--- src/rtl/jtag_scan_driver.sv ---
// JTAG host-side scan sequencer.
// Turns one IR or DR scan command into a TMS/TDI bit stream for the TAP.
// Captures TDO during the shift and returns the captured word.
// The TAP is left parked in Run_Test_Idle between commands.
//
// state   | meaning
// --------+------------------------------------------------------------
// S_INIT  | five TMS=1 steps, then one TMS=0 step (TLR -> Run_Test_Idle)
// S_IDLE  | parked in Run_Test_Idle, cmd_ready=1, waiting for a command
// S_PRE   | TMS walk Select -> Capture -> Shift (1,0,0 DR / 1,1,0,0 IR)
// S_SHIFT | one payload bit per step on TDI, TMS=1 on the final bit
// S_POST  | TMS 1,0: Exit1 -> Update -> Run_Test_Idle
// S_RESP  | rsp_valid pulse, then back to S_IDLE
module jtag_scan_driver #(
  parameter int MAX_LEN = 32,
  parameter int LEN_W   = 6
) (
  input  logic               TCK,
  input  logic               Reset,
  input  logic               cmd_valid,
  output logic               cmd_ready,
  input  logic               cmd_ir,
  input  logic [LEN_W-1:0]   cmd_len,
  input  logic [MAX_LEN-1:0] cmd_data,
  output logic               TMS,
  output logic               TDI,
  input  logic               TDO,
  output logic               rsp_valid,
  output logic [MAX_LEN-1:0] rsp_data,
  output logic               busy
);

  localparam int CNT_W = (LEN_W > 3) ? LEN_W : 3;
  localparam logic [CNT_W-1:0] MAX_LEN_C  = CNT_W'(MAX_LEN);
  localparam logic [CNT_W-1:0] INIT_STEPS = CNT_W'(5);
  localparam logic [CNT_W-1:0] ONE        = CNT_W'(1);

  typedef enum logic [2:0] {
    S_INIT, S_IDLE, S_PRE, S_SHIFT, S_POST, S_RESP
  } state_t;

  state_t             state_q, state_d;
  logic [CNT_W-1:0]   cnt_q, cnt_d;
  logic [CNT_W-1:0]   len_q, len_d;
  logic               ir_q, ir_d;
  logic [MAX_LEN-1:0] data_q, data_d;
  logic [MAX_LEN-1:0] mask_q, mask_d;
  logic [MAX_LEN-1:0] rsp_data_q, rsp_data_d;
  logic               tms_q, tms_d;
  logic               tdi_q, tdi_d;
  logic               cmd_ready_q, cmd_ready_d;
  logic               rsp_valid_q, rsp_valid_d;
  logic               busy_q, busy_d;

  logic [CNT_W-1:0]   len_in;
  logic [CNT_W-1:0]   len_clamp;

  assign len_in    = CNT_W'(cmd_len);
  assign len_clamp = (len_in > MAX_LEN_C) ? MAX_LEN_C : len_in;

  // Next-state and next-output logic; every output is the registered value
  // of the step that the following cycle presents to the TAP.
  always_comb begin
    state_d     = state_q;
    cnt_d       = cnt_q;
    len_d       = len_q;
    ir_d        = ir_q;
    data_d      = data_q;
    mask_d      = mask_q;
    rsp_data_d  = rsp_data_q;
    tms_d       = tms_q;
    tdi_d       = 1'b0;
    cmd_ready_d = cmd_ready_q;
    rsp_valid_d = 1'b0;
    busy_d      = busy_q;

    case (state_q)
      S_INIT: begin
        if (cnt_q == '0) begin
          state_d     = S_IDLE;
          tms_d       = 1'b0;
          cmd_ready_d = 1'b1;
          busy_d      = 1'b0;
        end else begin
          // the last INIT step (count 1) drops TMS to leave Test_Logic_Reset
          tms_d = (cnt_q != ONE);
          cnt_d = cnt_q - ONE;
        end
      end

      S_IDLE: begin
        tms_d = 1'b0;
        if (cmd_valid && cmd_ready_q) begin
          ir_d        = cmd_ir;
          len_d       = len_clamp;
          data_d      = cmd_data;
          rsp_data_d  = '0;
          mask_d      = MAX_LEN'(1);
          cmd_ready_d = 1'b0;
          busy_d      = 1'b1;
          if (len_clamp == '0) begin
            state_d     = S_RESP;
            rsp_valid_d = 1'b1;
          end else begin
            // first PRE step (TMS=1) goes out on the accept edge itself
            state_d = S_PRE;
            tms_d   = 1'b1;
            cnt_d   = cmd_ir ? CNT_W'(3) : CNT_W'(2);
          end
        end
      end

      S_PRE: begin
        if (cnt_q == '0) begin
          state_d = S_SHIFT;
          tms_d   = (len_q == ONE);
          tdi_d   = data_q[0];
          data_d  = data_q >> 1;
          cnt_d   = len_q - ONE;
        end else begin
          // IR walk has one extra TMS=1 (Select_DR -> Select_IR)
          tms_d = ir_q && (cnt_q == CNT_W'(3));
          cnt_d = cnt_q - ONE;
        end
      end

      S_SHIFT: begin
        // this edge ends the step on the wires, so TDO belongs to it
        if (TDO) rsp_data_d = rsp_data_q | mask_q;
        mask_d = mask_q << 1;
        if (cnt_q == '0) begin
          state_d = S_POST;
          tms_d   = 1'b1;
          cnt_d   = ONE;
        end else begin
          tdi_d  = data_q[0];
          data_d = data_q >> 1;
          tms_d  = (cnt_q == ONE);
          cnt_d  = cnt_q - ONE;
        end
      end

      S_POST: begin
        tms_d = 1'b0;
        if (cnt_q == '0) begin
          state_d     = S_RESP;
          rsp_valid_d = 1'b1;
        end else begin
          cnt_d = cnt_q - ONE;
        end
      end

      S_RESP: begin
        state_d     = S_IDLE;
        tms_d       = 1'b0;
        cmd_ready_d = 1'b1;
        busy_d      = 1'b0;
      end

      default: begin
        state_d     = S_INIT;
        cnt_d       = INIT_STEPS;
        tms_d       = 1'b1;
        cmd_ready_d = 1'b0;
        busy_d      = 1'b1;
      end
    endcase
  end

  // State and output registers with synchronous reset that restarts INIT.
  always_ff @(posedge TCK) begin
    if (Reset) begin
      state_q     <= S_INIT;
      cnt_q       <= INIT_STEPS;
      len_q       <= '0;
      ir_q        <= 1'b0;
      data_q      <= '0;
      mask_q      <= '0;
      rsp_data_q  <= '0;
      tms_q       <= 1'b1;
      tdi_q       <= 1'b0;
      cmd_ready_q <= 1'b0;
      rsp_valid_q <= 1'b0;
      busy_q      <= 1'b1;
    end else begin
      state_q     <= state_d;
      cnt_q       <= cnt_d;
      len_q       <= len_d;
      ir_q        <= ir_d;
      data_q      <= data_d;
      mask_q      <= mask_d;
      rsp_data_q  <= rsp_data_d;
      tms_q       <= tms_d;
      tdi_q       <= tdi_d;
      cmd_ready_q <= cmd_ready_d;
      rsp_valid_q <= rsp_valid_d;
      busy_q      <= busy_d;
    end
  end

  assign TMS       = tms_q;
  assign TDI       = tdi_q;
  assign cmd_ready = cmd_ready_q;
  assign rsp_valid = rsp_valid_q;
  assign rsp_data  = rsp_data_q;
  assign busy      = busy_q;

endmodule

--- config.mk ---
export PLATFORM = sky130hd
export DESIGN_NAME = jtag_scan_driver
export DESIGN_NICKNAME = d
export VERILOG_FILES = /design/src/rtl/jtag_scan_driver.sv
export SDC_FILE = /design/constraint.sdc
export NUM_CORES = 1
export LEC_CHECK = 0
export ABC_AREA = 1
export BUFFER_PORTS_ARGS = -buffer_cell sky130_fd_sc_hd__buf_2
export CORE_ASPECT_RATIO = 1.2
export CORE_UTILIZATION = 30
export DETAILED_ROUTE_END_ITERATION = 7
export GPL_ROUTABILITY_DRIVEN = 0
export GPL_TIMING_DRIVEN = 0
export PLACE_DENSITY = 0.56
export SLEW_MARGIN = 20
export SYNTH_ARGS = -nofsm -noshare
export SYNTH_HDL_FRONTEND = slang
export SYNTH_SLANG_ARGS = --single-unit
--- constraint.sdc ---
create_clock -name TCK -period 1.8 [get_ports TCK]
set_input_delay 0.54 -clock TCK [delete_from_list [all_inputs] [get_ports TCK]]
set_output_delay 0.54 -clock TCK [all_outputs]
set_load 0.02 [all_outputs]
After elaboration in Yosys (flattened, before gate mapping)
Index checks and enable logic that the tools add are counted.

storage, ports and cells
  ROM bits = 0
  output and inout bits = 37
  word-level logic and storage cells = 96
  RAM bits = 0
  input port bits = 43
  bits in registers = 117
  latch bits = 0
  memories kept = 0

operators by class
  multiplexer cells = 43
  reductions and logical operators = 17
  bitwise logic cells = 3
  $add $sub $neg = 2
  div/mod/pow operators = 0
  multiply operators = 0
  equal/unequal tests = 18
  order comparisons = 1
  shifts and indexed selects = 0

operators by type and width
  operator               count
  $mux W32               6
  $pmux W32 S2           2
  $pmux W32 S3           1
  $mux W6                6
  $or A32 B32 Y32        1
  $pmux W6 S5            1
  $mux W3                6
  $ne A2 B2 Y1 const B   9
  $pmux W3 S6            1
  $mux W1                15
  $eq A6 B1 Y1 const B   2
  $logic_not A6 Y1       2
  $sub A6 B1 Y6 const B  2
  $pmux W1 S4            2
  $reduce_and A4 Y1      2
  $eq A3 B2 Y1 const B   2
  $eq A3 B3 Y1 const B   2
  $eq A6 B2 Y1 const B   1
  $gt A6 B6 Y1 const B   1
  $ne A6 B1 Y1 const B   1
  $reduce_and A3 Y1      2
  $pmux W1 S5            1
  $reduce_and A5 Y1      1
  $pmux W1 S2            2
  9 further kinds        13

Depth between registers and ports, before layout
  depth in word-level cells = 6
  gate-level depth with buffers = 10
  mapped depth without buffers = 10

Least setup slack after synthesis
No wires, ideal clock.

  path kind = register to register
  start point = register cnt_q[0]
  end point = register data_q[31]
  setup slack = 0.203 ns
  period minus slack after synthesis = 1.597 ns
  stages on the path, launching flop included = 10
  required time = 1.670 ns
  buffers on the path = 1
  arrival = 1.467 ns
  setup time = 0.130 ns
  path through = dfxtp_1 inv_1 ha_1 nand2_1 nor2_4 nand2_1 nand3_4 buf_6 a21oi_1 nor3_2

on the way
  word-level cells in the longest chain between the ends = 3
  elaborated cells between the ends (all ways) = 4
  those cells by class = eq/ne: 2; reduce/logical: 2

RTL lines
  element                               line      text
  start: declaration                    43        logic [CNT_W-1:0] cnt_q, cnt_d;
  start signal: assignment              187       cnt_q <= cnt_d;
  $logic_not A6 Y1 *                    114, 131
  $ne A2 B2 Y1 (no source line)         n/a
  $reduce_and A4 Y1 (no source line) *  n/a
  end signal: assignment                190       data_q <= data_d;
  end: declaration                      46        logic [MAX_LEN-1:0] data_q, data_d;

Every way passes the cells marked *; elsewhere a longest branch is shown, timed or not.
A chain may end at the register's enable or synchronous reset.

Worst setup path in the final report
Ends and elaborated chain as after synthesis.

==> flow_summary.json <==
{
  "clock_latency_ns": 0.42,
  "synth_edf_count": 0,
  "ctsHoldBuffers": 0,
  "drive_gt1_frac": 0.202,
  "slew_headroom": 0.656,
  "overflow": 0,
  "finalHoldViolCount": 0,
  "portBuffers": 78,
  "syn_avg_cell_area_sq_um": 7.20,
  "setup_viol": 0,
  "final.setup.worst_slack_ns": 0.101,
  "clk_path_buf_depth": 2,
  "grt_max_degree": 17,
  "wirelength_mm": 11.9,
  "ys.flop_type": "dfxtp_1",
  "layout_min_cycle_time_ns": 1.70,
  "hpwlAfterDp_mm": 8.28,
  "syn_to_final_growth_pct": 28.2,
  "skew_ns": 0.0121,
  "p_leak_nw": 2.59,
  "ys_warn_count": 0,
  "required_ns": 2.08,
  "core_area_sq_um": 16200,
  "p_per_area_nw_per_um2": 1260,
  "placementRows": 51,
  "finalNetCount": 843,
  "worstMarginPinSlew_ns": 0.516,
  "status": "complete, no violations",
  "setup.worst_path.class": "flop to flop",
  "clock_sinks": 117,
  "layout_common_cells": "179 x nand2_1, 114 x dfxtp_1, 110 x a21oi_1",
  "ios": 80,
  "mappedNetlistNets": 740,
  "via_per_inst": 4.47,
  "min_path_type": "primary input to flop",
  "grt_util_met3": 0.0411,
  "max_freq_mhz": 589,
  "netlist_area_sq_um": 4980,
  "synthCells": 692,
  "rsz0062_at_grt": "true",
  "crit_arrival_ns": 1.98,
  "drc_errors": 0,
  "yosysSeqAreaShare": 0.470,
  "cp_max_fo": 10,
  "htreeDepth": 4,
  "dieArea_sq_um": 17100,
  "grt_pass1_wl_mm": 19.8,
  "start_util": 0.307,
  "fill_cells": 1772,
  "layout_commonest_cell": "nand2_1",
  "finalMaxSlewViolations": 0,
  "met2_usage": 0.240,
  "ant_nets": 0,
  "end_kind": "flop",
  "grt_antenna_before_repair": 1,
  "fp.dieH_um": 143,
  "dr.pass1.iters": 4,
  "whs_ns": 0.372,
  "cts_tree": "done",
  "path_clk_slew_ns": 0.05,
  "period_share": 0.944,
  "busiest_layer": "met2",
  "synthArstFlopShare": 0,
  "ir_worst_vdd_uv": 642,
  "cts-root-buf": "clkbuf_16",
  "wl_per_cell_um": 11.7,
  "start_kind": "flop",
  "synth-seq-cells": 117,
  "drtIter0Drc": 262,
  "vias": 4562,
  "cts_buffers": 17,
  "cap_violations": 0,
  "grt.total_usage": 0.146,
  "die_w_um": 120,
  "grt.met1_usage": 0.173,
  "place_ws_ns": -0.126,
  "grt_pass1_vias": 4210,
  "synthDistinctLibCells": 29
}
-- report_power, final --
| part | leakage, nW | internal (mW) | switching, mW | total, mW |
|---|---|---|---|---|
| logic | 1.35 | 0.547 | 1.00 | 1.55 |
| clock network | 0.301 | 2.27 | 1.29 | 3.56 |
| registers | 0.945 | 2.80 | 0.109 | 2.91 |
| total | 2.59 | 5.62 | 2.40 | 8.01 |
-- sequential cells by signal (all words and copies together), names as in the netlist --
signal / flops
data_q: 32
mask_q: 32
rsp_data: 32
cnt_q: 6
len_q: 6
state_q: 3
TDI: 1
TMS: 1
busy: 1
cmd_ready: 1
ir_q: 1
rsp_valid: 1
-- synth_stat cells (2+ instances only) --
cell type,n,share of area
nor2_2,3,0.0038
buf_2,13,0.013
o21ai_1,28,0.028
a21oi_1,110,0.11
o22ai_1,4,0.0050
inv_1,92,0.069
a211oi_1,2,0.0030
buf_6,3,0.0068
nand2_2,4,0.0050
xor2_1,4,0.0070
o21ai_0,44,0.044
nor2_4,3,0.0068
inv_2,4,0.0030
nand4_1,5,0.0063
clkbuf_1,15,0.011
nor2_1,24,0.018
buf_4,3,0.0045
nand3_1,18,0.018
nand2_1,183,0.14
dfxtp_1,117,0.47
ha_1,5,0.013
-- layer usage --
| layer | up-vias | part of all wire |
|---|---|---|
| met4 | 0 | 0.014 |
| met1 | 2025 | 0.47 |
| met2 | 95 | 0.46 |
| met3 | 13 | 0.047 |
| met5 | - | 0 |
| li1 | 2429 | - |
-- cell families (layout without fill, tap and decap cells) --
logic type,after synthesis,in the layout,synth area share
compound gates,191,191,0.196
simple gates,244,245,0.205
flops,117,117,0.470
other cells,0,1,0
fa+ha+maj,5,5,0.0126
xor+xnor,5,5,0.00879
buf+inv,130,245,0.108
-- per-stage QoR --
step	instance area (sq um)	util	TNS, ns	power (mW)	instances
after floorplan	4980	-	0	4.04	692
after global placement	5640	0.348	-4.67	4.41	982
after detailed placement	5640	0.348	-3.94	4.42	982
after CTS	6290	0.388	0	8.05	1016
after global routing	6380	0.394	-0.0780	8.45	1020
final	6380	0.394	0	8.01	1021
-- path summary, 6_finish.rpt --
path | from | to | slack (ns) | cells past startpoint
worst max-delay path | cnt_q[0] | data_q[31] | 0.10 | 8
worst max register to register | cnt_q[0] | data_q[31] | 0.10 | 8
worst min-delay path | cmd_ir | ir_q | 0.37 | 3
worst min register to register | rsp_data[12] | rsp_data[12] | 0.44 | 2
-- critical path, stage by stage, from the launching register on --
cell,delay [ns]
dfxtp_2,0.34
inv_1,0.12
ha_2,0.24
nand3_2,0.20
nand2_4,0.17
nand3_4,0.12
buf_6,0.17
a21oi_1,0.16
nor3_2,0.05
-- what timing repair did --
action                     CTS  global route
pin swaps                    1             2
gates resized for setup      5            22
gates cloned                 0             1
setup buffers                2             3
setup endpoints to repair   65            69
-- final cells by class --
cell class / count / area (sq um) / share of cell area
flip-flops and latches: 117 / 2350 / 0.368
multi-input cells: 446 / 2160 / 0.338
clock buffers: 19 / 453 / 0.0710
repair buffers: 83 / 428 / 0.0670
inverters: 96 / 363 / 0.0568
well taps: 212 / 265 / 0.0416
plain buffers: 34 / 194 / 0.0304
clock inverters: 13 / 171 / 0.0269
diodes: 1 / 2.50 / 0.000392
Note: power is estimated with default switching activity, not from simulation.
